==> src/rtl/aclint_memory.sv <==
// aclint_memory: memory-mapped ACLINT timer / software-interrupt device.
// Owns mtime, mtimecmp and msip; acts as a membus slave at BASE_ADDR and
// drives mtip/msip/mtime toward the core's CSR unit.
// Ports:
//   clk, rst                  clock, synchronous active-high reset
//   membus_valid/ready        request handshake (ready tied high)
//   membus_addr/wen/wdata/wmask  request payload (8-byte words, byte enables)
//   membus_rvalid/rdata       registered response, one cycle after accept
//   mtip, msip, mtime         interrupt/timer outputs to the CSR unit
module aclint_memory #(
  parameter logic [63:0] BASE_ADDR = 64'h0200_0000,
  parameter int unsigned MTIME_DIV = 1
) (
  input  logic        clk,
  input  logic        rst,
  input  logic        membus_valid,
  output logic        membus_ready,
  input  logic [63:0] membus_addr,
  input  logic        membus_wen,
  input  logic [63:0] membus_wdata,
  input  logic [7:0]  membus_wmask,
  output logic        membus_rvalid,
  output logic [63:0] membus_rdata,
  output logic        mtip,
  output logic        msip,
  output logic [63:0] mtime
);

  localparam int unsigned XLEN = 64;
  localparam int unsigned PW   = (MTIME_DIV > 1) ? $clog2(MTIME_DIV) : 1;
  localparam int unsigned WW   = 13;

  localparam logic [XLEN-1:0] WIN_SIZE   = 64'h0000_0000_0001_0000;
  localparam logic [WW-1:0]   MSIP_WORD  = 13'h0000;
  localparam logic [WW-1:0]   CMP_WORD   = 13'h0800;
  localparam logic [WW-1:0]   MTIME_WORD = 13'h17FF;
  localparam logic [PW-1:0]   PRESC_LAST = PW'(MTIME_DIV - 1);

  logic            msip_reg;
  logic [XLEN-1:0] mtimecmp;
  logic [XLEN-1:0] mtime_reg;
  logic [PW-1:0]   presc;

  logic [XLEN-1:0] off_c;
  logic            in_win_c;
  logic [WW-1:0]   word_c;
  logic            accept_c;
  logic [XLEN-1:0] bytemask_c;
  logic [XLEN-1:0] rd_c;
  logic            wr_msip_c;
  logic            wr_cmp_c;
  logic            wr_mtime_c;
  logic            unused_lsb;

  assign membus_ready = 1'b1;
  assign accept_c     = membus_valid & membus_ready;

  // Unsigned subtraction makes addresses below the base wrap out of the window.
  assign off_c      = membus_addr - BASE_ADDR;
  assign in_win_c   = (off_c < WIN_SIZE);
  assign word_c     = off_c[15:3];
  assign unused_lsb = ^off_c[2:0];

  // Expand byte enables into a bit mask.
  always_comb begin
    bytemask_c = '0;
    for (int i = 0; i < 8; i++) begin
      bytemask_c[8*i +: 8] = {8{membus_wmask[i]}};
    end
  end

  // Address decode and read mux (pre-edge register values).
  always_comb begin
    rd_c       = '0;
    wr_msip_c  = 1'b0;
    wr_cmp_c   = 1'b0;
    wr_mtime_c = 1'b0;
    if (accept_c && in_win_c) begin
      case (word_c)
        MSIP_WORD: begin
          wr_msip_c = membus_wen;
          rd_c      = membus_wen ? '0 : {{(XLEN-1){1'b0}}, msip_reg};
        end
        CMP_WORD: begin
          wr_cmp_c = membus_wen;
          rd_c     = membus_wen ? '0 : mtimecmp;
        end
        MTIME_WORD: begin
          wr_mtime_c = membus_wen;
          rd_c       = membus_wen ? '0 : mtime_reg;
        end
        default: rd_c = '0;
      endcase
    end
  end

  // Register state, response pipeline and mtime prescaler.
  always_ff @(posedge clk) begin
    if (rst) begin
      msip_reg      <= 1'b0;
      mtimecmp      <= '1;
      mtime_reg     <= '0;
      presc         <= '0;
      membus_rvalid <= 1'b0;
      membus_rdata  <= '0;
    end else begin
      membus_rvalid <= accept_c;
      membus_rdata  <= rd_c;

      if (wr_msip_c && membus_wmask[0]) begin
        msip_reg <= membus_wdata[0];
      end

      if (wr_cmp_c) begin
        mtimecmp <= (mtimecmp & ~bytemask_c) | (membus_wdata & bytemask_c);
      end

      // A software write to mtime overrides the tick and restarts the prescaler.
      if (wr_mtime_c) begin
        mtime_reg <= (mtime_reg & ~bytemask_c) | (membus_wdata & bytemask_c);
        presc     <= '0;
      end else if (presc == PRESC_LAST) begin
        mtime_reg <= mtime_reg + XLEN'(1);
        presc     <= '0;
      end else begin
        presc <= presc + PW'(1);
      end
    end
  end

  assign mtime = mtime_reg;
  assign msip  = msip_reg;
  assign mtip  = (mtime_reg >= mtimecmp);

endmodule

==> config.mk <==
export PLATFORM = sky130hd
export DESIGN_NAME = aclint_memory
export DESIGN_NICKNAME = d
export VERILOG_FILES = /design/src/rtl/aclint_memory.sv
export SDC_FILE = /design/constraint.sdc
export NUM_CORES = 1
export LEC_CHECK = 0
export ABC_AREA = 1
export CORE_UTILIZATION = 55
export CTS_CLUSTER_SIZE = 20
export DETAILED_ROUTE_END_ITERATION = 8
export GPL_TIMING_DRIVEN = 0
export HOLD_SLACK_MARGIN = 0.1
export PLACE_DENSITY_LB_ADDON = 0.15
export SLEW_MARGIN = 25
export SYNTH_ARGS = -nofsm -noshare
export SYNTH_HDL_FRONTEND = slang
export SYNTH_SLANG_ARGS = --single-unit
==> constraint.sdc <==
create_clock -name clk -period 5.2 [get_ports clk]
set_input_delay 1.04 -clock clk [delete_from_list [all_inputs] [get_ports clk]]
set_output_delay 1.04 -clock clk [all_outputs]
set_load 0.01 [all_outputs]
==> impl_summary.md, run 1 <==
Pwr
The total power of the final layout is roughly 0.0036 W. The clock network burns about two fifths of the power. The switching share of power is a little under a third. Dividing total power by cell area gives a power density of 206 nW/um2. The static leakage is 8.07 nW. The combinational cell fraction of total power is ~16%. The part of the total power dissipated in sequential elements is 44.7%.

VDD sags by at most 0.192 mV. In this run the power spent charging and discharging nets is 0.00113 W. Internal power comes to roughly 0.0024 W.

Timing
The setup-violating endpoint count in the final report is 0. Static timing analysis puts the maximum clock frequency at 213 MHz. The number of hold violations in the final report is 0. The max-slew violation count is 0. The minimum clock period after layout is 4.69 ns. At the pin with the least slew margin, the transition time is ~1.2 ns. The final worst hold slack is 0.462 ns. The clock arrives with 0.0185 ns of skew.

The final setup TNS is 0 ns. Setup repair after global routing left no endpoint under its margin. The worst pin sits at a relative slew slack of 23.1%. The final cycle utilization of the critical path is roughly nine tenths.

Layout
The area added between synthesis and finish is 26.7%. The share of the core filled with cells in the final layout is a little under three quarters. The layout has 2,135 filler cells. The finished layout holds 2,897 standard cells, fillers aside. The final layout contains 2,763 nets. The share of cells above drive strength 1 is 3.00%.

Detailed routing
In this run, the number of DRC markers left after iteration 0 of detailed routing was 1,836. In the routed design, unresolved DRC markers number 0. The residual antenna-violating net count after detailed routing is 0. The total number of vias is 16.5k. The vias per cell is 5.70. For this block, the routed nets add up to 52,200 um of wire.

The first TritonRoute pass finished after 7 iterations. The detail-routed net length per standard cell is 18.0 um.

Clock network
The tree is rooted in a sky130_fd_sc_hd__clkbuf_16. Clock tree synthesis inserted a total of 17 buffers. The clock passes through at most 2 buffers. TritonCTS built the clock tree. CTS built an H-tree with a depth of 4. For the worst-skew pair, the clock arrives at the later sink with an insertion delay of 0.46 ns. Gates resized during post-CTS repair numbered 0.

The clock drives 195 sinks. Once the clock tree was built, the setup fixing pass inserted 0 buffers. The number of buffers inserted for hold repair after clock tree synthesis is 0. The clock transition at the registers of the reported paths is 0.08 ns.

Yosys
The warning count from the yosys run is 0. After synthesis, the mean cell area works out to around 6.0 um2. The sequential share of the synthesized area is between 20 and 30%. The post-synthesis instance total is 2,279. The count of distinct cell types in the synthesized netlist is between 40 and 50.

The library cell with the largest summed area after synthesis is sky130_fd_sc_hd__dfxtp_1. Synthesis inferred 195 register bits. The mapped netlist covers 13,600 um2. The top cell type by area accounts for 28.6% of the synthesized area. After synthesis, the cell types taking the most area are sky130_fd_sc_hd__dfxtp_1 29%, sky130_fd_sc_hd__nand2_1 17%, sky130_fd_sc_hd__nor2_1 10%, sky130_fd_sc_hd__nand3_1 9.5%, sky130_fd_sc_hd__inv_1 8.8%. Synthesis produced a netlist with a net count of 2,485.

Setup path
The largest fanout on the critical path is 11. STA classifies the critical path endpoint as a flip-flop. The startpoint class of the critical path is a primary input. The type of the worst setup path is primary input to flip-flop.

The data arrival time of the critical path is 5.06 ns. The most repeated library cell on the critical path is sky130_fd_sc_hd__nand2_1. For the worst setup path, the data required time is 5.57 ns. Walking the worst path, the cells encountered are clkdlybuf4s50_1 -> inv_1 -> ha_1 -> nand2_1 -> nor2_4 -> nand2_1 -> nor2_1 -> nand3_1 -> nand2_1 -> nand2_1 -> nor2_1 -> nand2_1 -> nor2_4 -> nand3_1 -> clkbuf_1 -> nor2_1. The highest cell delay on the worst timing path is 0.83 ns. The slowest cell on the critical path is sky130_fd_sc_hd__nand3_1.

Global routing
Global routing used 40.5% of the available tracks across all layers. Summed over all layers, the global routing overflow is 0. The pin count of the biggest net entering global routing is 23. The number of global-route vias before repair is 15.6k. The initial antenna violation count is 3. The first global-routing pass estimated between 80,000 and 90,000 um of wire.

Floorplanning
For this design the top-level I/O count stands at about 270. The total number of placement rows is 57. The total area inside the core boundary comes to 24,300 um2. The die extent in x is 159 um. The die area is 25,400 um2. The initial standard-cell utilization of the core is between 50% and 60%. In this run the vertical extent of the chip is 159 um.

Hold path
The path class of the tightest hold or removal check is flip-flop to flip-flop.

Status
The run finished with clean final reports.

Placed design
Port buffering added 259 buffers. Including well taps, the total number of placed cells is roughly 2.9k. At the end of routability-driven placement, the weighted congestion stood at ~1.0.

Detailed placement finished with a half-perimeter wire length of 41,300 um.

Job
The max-capacitance violation count is 0.
[cell families (layout without fill, tap and decap cells)]
group                      Yosys count  in the layout  share of synthesized area, %
and+or+nand+nor                   1385           1385                          43.1
adders and majority gates           66             66                          6.06
AOI/OAI and AO/OA                  162            162                          6.93
other                                2              5                        0.0551
DFF                                195            195                          28.6
buffers and inverters              411            702                          11.5
xor gates and xnor gates            58             58                          3.73
[layout make-up]
cell class / instances / area [um2] / share of cell area (%)
well taps: 324 / 405 / 2.35
repair buffers: 259 / 2590 / 15.0
flip-flops and latches: 195 / 3900 / 22.6
clock buffers: 17 / 425 / 2.46
clock inverters: 15 / 201 / 1.17
multi-input cells: 1673 / 8170 / 47.3
plain buffers: 82 / 335 / 1.94
diodes: 3 / 7.51 / 0.0434
inverters: 329 / 1230 / 7.15
[power groups by stage]
stage	sequential (W)	combinational (W)	clock [W]
after global placement	0.00162	0.000529	0
after global routing	0.00159	0.000609	0.00146
after CTS	0.00159	0.000546	0.00140
final	0.00159	0.000559	0.00141
after detailed placement	0.00162	0.000542	0
after floorplan	0.00161	0.000260	0
[cells in the mapped netlist (all sizes together)]
cell	number
o221ai	2
xor2	57
clkinv	2
and3	1
and2	1
a31oi	1
o21bai	1
a221oi	2
clkbuf	52
nor3b	1
xnor2	1
nand4	46
or2	2
a21boi	1
nand2	635
o221a	2
dfxtp	195
nor4b	3
o22ai	64
a21oi	54
ha	66
nor4	7
o21ai	27
nand3b	5
a211oi	6
nor2	375
o21a	2
nor3	50
nand3	259
inv	327
buf	30
conb	2
[routing by layer]
| metal | share of wire [%] | vias to the layer above | GRT usage [%] |
|---|---|---|---|
| met5 | 0 | - | 0 |
| met1 | 38 | 7472 | 50.2 |
| met2 | 45 | 1032 | 67.0 |
| li1 | - | 7802 | - |
| met3 | 11 | 220 | 8.13 |
| met4 | 5.4 | 0 | 19.5 |
[stage by stage]
stage | worst slack [ns] | cell area (um2)
after global placement | 0.298 | 16600
final | 0.511 | 17300
after global routing | 0.306 | 17300
after CTS | 0.658 | 17300
after floorplan | 1.83 | 13600
after detailed placement | 0.244 | 16600
[worst max-delay path: cells and delay by family]
kind / cells / cell delay (ns)
fa+ha+maj: 1 / 0.27
buf+inv: 3 / 0.98
simple gates: 12 / 2.75
[final timing paths]
path                                      start          endpoint  slack (ns)  cells after the start
worst max-delay path            membus_addr[25]  membus_rdata[17]        0.51                     16
worst min-delay path                  flip-flop         flip-flop        0.46                      2
worst max register to register        flip-flop         flip-flop        1.64                     15
worst min register to register        flip-flop         flip-flop        0.46                      2
[layout by cell type, fill, tap and decap left out, types with 4 or more instances in the layout]
| cell | instances |
|---|---|
| sky130_fd_sc_hd__a211oi_1 | 6 |
| sky130_fd_sc_hd__a21oi_1 | 54 |
| sky130_fd_sc_hd__buf_1 | 15 |
| sky130_fd_sc_hd__buf_2 | 13 |
| sky130_fd_sc_hd__clkbuf_1 | 52 |
| sky130_fd_sc_hd__clkbuf_16 | 17 |
| sky130_fd_sc_hd__clkdlybuf4s50_1 | 259 |
| sky130_fd_sc_hd__clkinv_8 | 7 |
| sky130_fd_sc_hd__dfxtp_1 | 195 |
| sky130_fd_sc_hd__ha_1 | 66 |
| sky130_fd_sc_hd__inv_1 | 320 |
| sky130_fd_sc_hd__inv_2 | 7 |
| sky130_fd_sc_hd__inv_8 | 4 |
| sky130_fd_sc_hd__nand2_1 | 627 |
| sky130_fd_sc_hd__nand2_4 | 6 |
| sky130_fd_sc_hd__nand3_1 | 259 |
| sky130_fd_sc_hd__nand3b_1 | 5 |
| sky130_fd_sc_hd__nand4_1 | 46 |
| sky130_fd_sc_hd__nor2_1 | 365 |
| sky130_fd_sc_hd__nor2_2 | 4 |
| sky130_fd_sc_hd__nor2_4 | 5 |
| sky130_fd_sc_hd__nor3_1 | 50 |
| sky130_fd_sc_hd__nor4_1 | 6 |
| sky130_fd_sc_hd__o21ai_0 | 20 |
| sky130_fd_sc_hd__o21ai_1 | 7 |
| sky130_fd_sc_hd__o22ai_1 | 64 |
| sky130_fd_sc_hd__xor2_1 | 57 |
(Power assumes the default switching activity.)
==> inputs of run 2 (changes only) <==
Settings changed: HOLD_SLACK_MARGIN 0.1 to 0.15.
==> results of run 2 <==
No change in the layout: final DEF, timing and power equal those of run 1.
==> inputs of run 3 (changes only) <==
Settings changed: CORE_UTILIZATION 55 to 53.
Clock period 5.2 ns to 5.3 ns, I/O delays scaled along.
==> run 3 against run 2 <==
Net effect:
- global-route usage shrank 1.8 points
- die area grew 3.7%
- wire length shrank 1.6%
- worst hold slack is essentially flat
- non-clock buffer count is the same
- critical path depth grew 3
- worst setup slack gained 0.072 ns
- sequential share of layout area is essentially flat
- final area grew 0.13%
- combinational power shrank 3%
- critical endpoint is now mtip
- largest cell class unchanged
- highest routed layer unchanged
==> impl_summary.md, run 3 (synthesized netlist as in run 1, its figures left out) <==
Clock network
The number of buffers inserted for hold repair after clock tree synthesis is 0 (unchanged). The number of buffers inserted to repair setup after CTS is 0 (unchanged). The CTS buffer count was 17 (unchanged). The number of levels the H-tree was split into is 4 (unchanged). The total clock sinks is 195 (unchanged).

The TritonCTS clock tree is built (unchanged). The maximum root-to-sink buffer count is 2 (unchanged). The post-CTS resize count is 0 (unchanged).

The clock transition at the registers of the reported paths is 0.09 ns (was 0.08 ns). The clock latency reported for the late side of the worst-skew pair came to 0.46 ns (about the same). The cell at the root of the clock tree was sky130_fd_sc_hd__clkbuf_16 (unchanged).

Timing
For this run, the top clock speed supported by timing is between 200 and 250 MHz. Setup repair after global routing missed its margin: false (unchanged). The clock period could shrink to about 4.7 ns.

The final worst hold slack was 0.462 ns (about the same). The setup-violating endpoint count in the final report came to 0 (unchanged). The slew of the pin with the lowest slew margin is 1.11 ns (was 1.15 ns). The max-slew violation count was 0 (unchanged). The setup clock skew after layout is 0.0155 ns (was 0.0185 ns).

The worst relative slew slack is 25.8% (was 23.1%). After layout, the worst path uses 89.0% of the clock period. The final setup TNS is 0 ns (unchanged). The number of hold violations in the final report is 0 (unchanged).

Layout
Commonest non-fill, non-tap cells in the layout: 627 x sky130_fd_sc_hd__nand2_1, 365 x sky130_fd_sc_hd__nor2_1, 320 x sky130_fd_sc_hd__inv_1, 259 x sky130_fd_sc_hd__nand3_1, 259 x sky130_fd_sc_hd__clkdlybuf4s50_1 (unchanged). The number of nets in the layout is 2,763 (unchanged). The total non-filler cell area in the finished layout came to 17,300 um2 (about the same).

The area added between synthesis and finish was 26.9% (was 26.7%). The number of fill cells is 2,264 (was 2,135). The share of cells above drive strength 1 was 3.00% (unchanged). The most common library cell in the layout ignoring fill and taps is sky130_fd_sc_hd__nand2_1 (unchanged).

Setup path
The sort of element at the end of the critical path is an output pin (was flip-flop). The worst path buffer plus inverter count came to 3 (unchanged). The type of the worst setup path is flip-flop to output pin (was primary input to flip-flop). The reg-to-reg setup timing slack is 1.70 ns (was 1.64 ns). List of cells traversed by the critical path: inv_1 -> ha_1 -> inv_1 -> a21boi_0 -> o21bai_1 -> a21oi_1 -> o21ai_0 -> nand2_1 -> nand2_1 -> nand2_1 -> nand2_1 -> nand2_1 -> nand2_1 -> nand2_1 -> nand2_1 -> nand2_1 -> nand3_1 -> nand2_1 -> clkdlybuf4s50_1 (was clkdlybuf4s50_1 -> inv_1 -> ha_1 -> nand2_1 -> nor2_4 -> nand2_1 -> nor2_1 -> nand3_1 -> nand2_1 -> nand2_1 -> nor2_1 -> nand2_1 -> nor2_4 -> nand3_1 -> clkbuf_1 -> nor2_1).

The startpoint class of the critical path is a flip-flop (was primary input). The largest fanout on the critical path is 4 (was 11). The highest cell delay on the worst timing path was 0.53 ns (was 0.83 ns). The critical path required time was 4.24 ns (was 5.57 ns).

The slowest cell on the critical path is sky130_fd_sc_hd__clkdlybuf4s50_1 (was sky130_fd_sc_hd__nand3_1). The most repeated library cell on the critical path is sky130_fd_sc_hd__nand2_1 (unchanged). The path depth of the worst reg2reg path is 15 (unchanged).

The largest delay contributor family on the critical path is simple AND/OR/NAND/NOR gates (unchanged). The data arrival time of the critical path was 3.66 ns (was 5.06 ns).

Pwr
The total power of the final layout is 0.00355 W (was 0.00356 W). The worst supply voltage drop on vdd is 0.218 mV (was 0.192 mV). The static leakage is 8.08 nW (was 8.07 nW).

The power density over the cells is 205 nW/um2 (was 206 nW/um2).

Hold path
The hold path depth came to 2 (unchanged). The worst hold path class is flip-flop to flip-flop (unchanged).

Detailed routing
The residual antenna-violating net count after detailed routing is 0 (unchanged). The detail-routed net length per standard cell is 17.7 um (was 18.0 um). The total length of routed wires is 51,300 um (was 52,200 um).

The number of DRC violations after detailed-routing iteration 0 is 1,964 (was 1,836). The vias per cell came to 5.59 (was 5.70). The number of design rule violations left after detail routing is 0 (unchanged).

The total number of vias is 16.2k (was 16.5k). The detailed-routing iteration count for the pre-antenna-repair pass is 8 (was 7).

Placed design
The detailed placement HPWL is 40,400 um (was 41,300 um). The instance area at placement came to 16,600 um2 (about the same). The number of buffers inserted by port buffering was 259 (unchanged).

The routability-driven placement congestion ratio is 0.985 (was 1.00).

Global routing
The global-route total usage across every layer is 38.7% (was 40.5%). The number of global-route vias before repair is 14.9k (was 15.6k). The wire length of the first global-routing pass is 79,200 um (was 81,300 um). The pin count of the biggest net entering global routing is 23 (unchanged).

The final global-route overflow total is 0 (unchanged). The initial antenna violation count is 1 (was 3).

Status
Status: finished clean (unchanged).

Floorplanning
The total number of placement rows is 58 (was 57). The y dimension of the die came to 162 um (was 159 um). The top-level I/O count is 272 (unchanged). The die extent in x is 162 um (was 159 um). The die area is 26,400 um2 (was 25,400 um2). The standard cell core area is 25,200 um2 (was 24,300 um2). The initial standard-cell utilization of the core is 54.2% (was 56.1%).

Job
The max-capacitance violation count was 0 (unchanged).
## run 3: layer usage
layer	vias to the layer above	part of all wire, %	GRT usage, %	wire length, um
met4	0	4.8	18.4	2480
met2	912	45	63.3	23000
met5	-	0	0	0
li1	7802	-	-	-
met1	7334	40	48.8	20500
met3	178	10	7.54	5310
## run 3: how the worst max path moves through the flow
stage | start | to | slack, ns | cells after the start
floorplan | membus_addr[25] | flip-flop | 1.91 | 17
global placement | membus_addr[25] | membus_rdata[25] | 0.34 | 18
detailed placement | membus_addr[25] | membus_rdata[26] | 0.33 | 18
CTS | flip-flop | mtip | 0.74 | 19
global route | membus_addr[25] | membus_rdata[23] | 0.38 | 16
finish | flip-flop | mtip | 0.58 | 19
## run 3: worst register-to-register path, cell delays in order (launching register included)
cell and delay (ns):
sky130_fd_sc_hd__dfxtp_1 0.42, sky130_fd_sc_hd__ha_1 0.20, sky130_fd_sc_hd__nand2_1 0.13, sky130_fd_sc_hd__nor2_1 0.20
sky130_fd_sc_hd__nand2_1 0.22, sky130_fd_sc_hd__nor2_1 0.36, sky130_fd_sc_hd__nand2_1 0.16, sky130_fd_sc_hd__inv_1 0.14
sky130_fd_sc_hd__nand3_1 0.09, sky130_fd_sc_hd__nor3_1 0.68, sky130_fd_sc_hd__nand2_1 0.21, sky130_fd_sc_hd__nor2_1 0.19
sky130_fd_sc_hd__xor2_1 0.15, sky130_fd_sc_hd__nand2_1 0.08, sky130_fd_sc_hd__a21oi_1 0.21, sky130_fd_sc_hd__nor2_1 0.06
## run 3: per-stage QoR
stage | setup WS, ns | std cells | util [%]
2_1_floorplan | 1.91 | 2279 | -
5_1_grt | 0.383 | 2901 | 68.7
3_5_place_dp | 0.328 | 2868 | 66.1
6_report | 0.583 | 2902 | 68.7
3_3_place_gp | 0.339 | 2868 | 66.1
4_1_cts | 0.738 | 2900 | 68.7
## run 3: layout make-up
class,count,area [um2],area share (%)
diodes,2,5.00,0.0289
plain buffers,82,335,1.94
clock buffers,17,425,2.46
clock inverters,15,219,1.27
inverters,329,1230,7.14
multi-input cells,1673,8170,47.2
flip-flops and latches,195,3900,22.6
well taps,330,413,2.39
repair buffers,259,2590,15.0
## run 3: where the power goes
part / internal [W] / switching (W) / total (W)
Sequential: 0.00150 / 0.0000630 / 0.00156
Clock: 0.000705 / 0.000745 / 0.00145
Combinational: 0.000239 / 0.000304 / 0.000543
Total: 0.00244 / 0.00111 / 0.00355
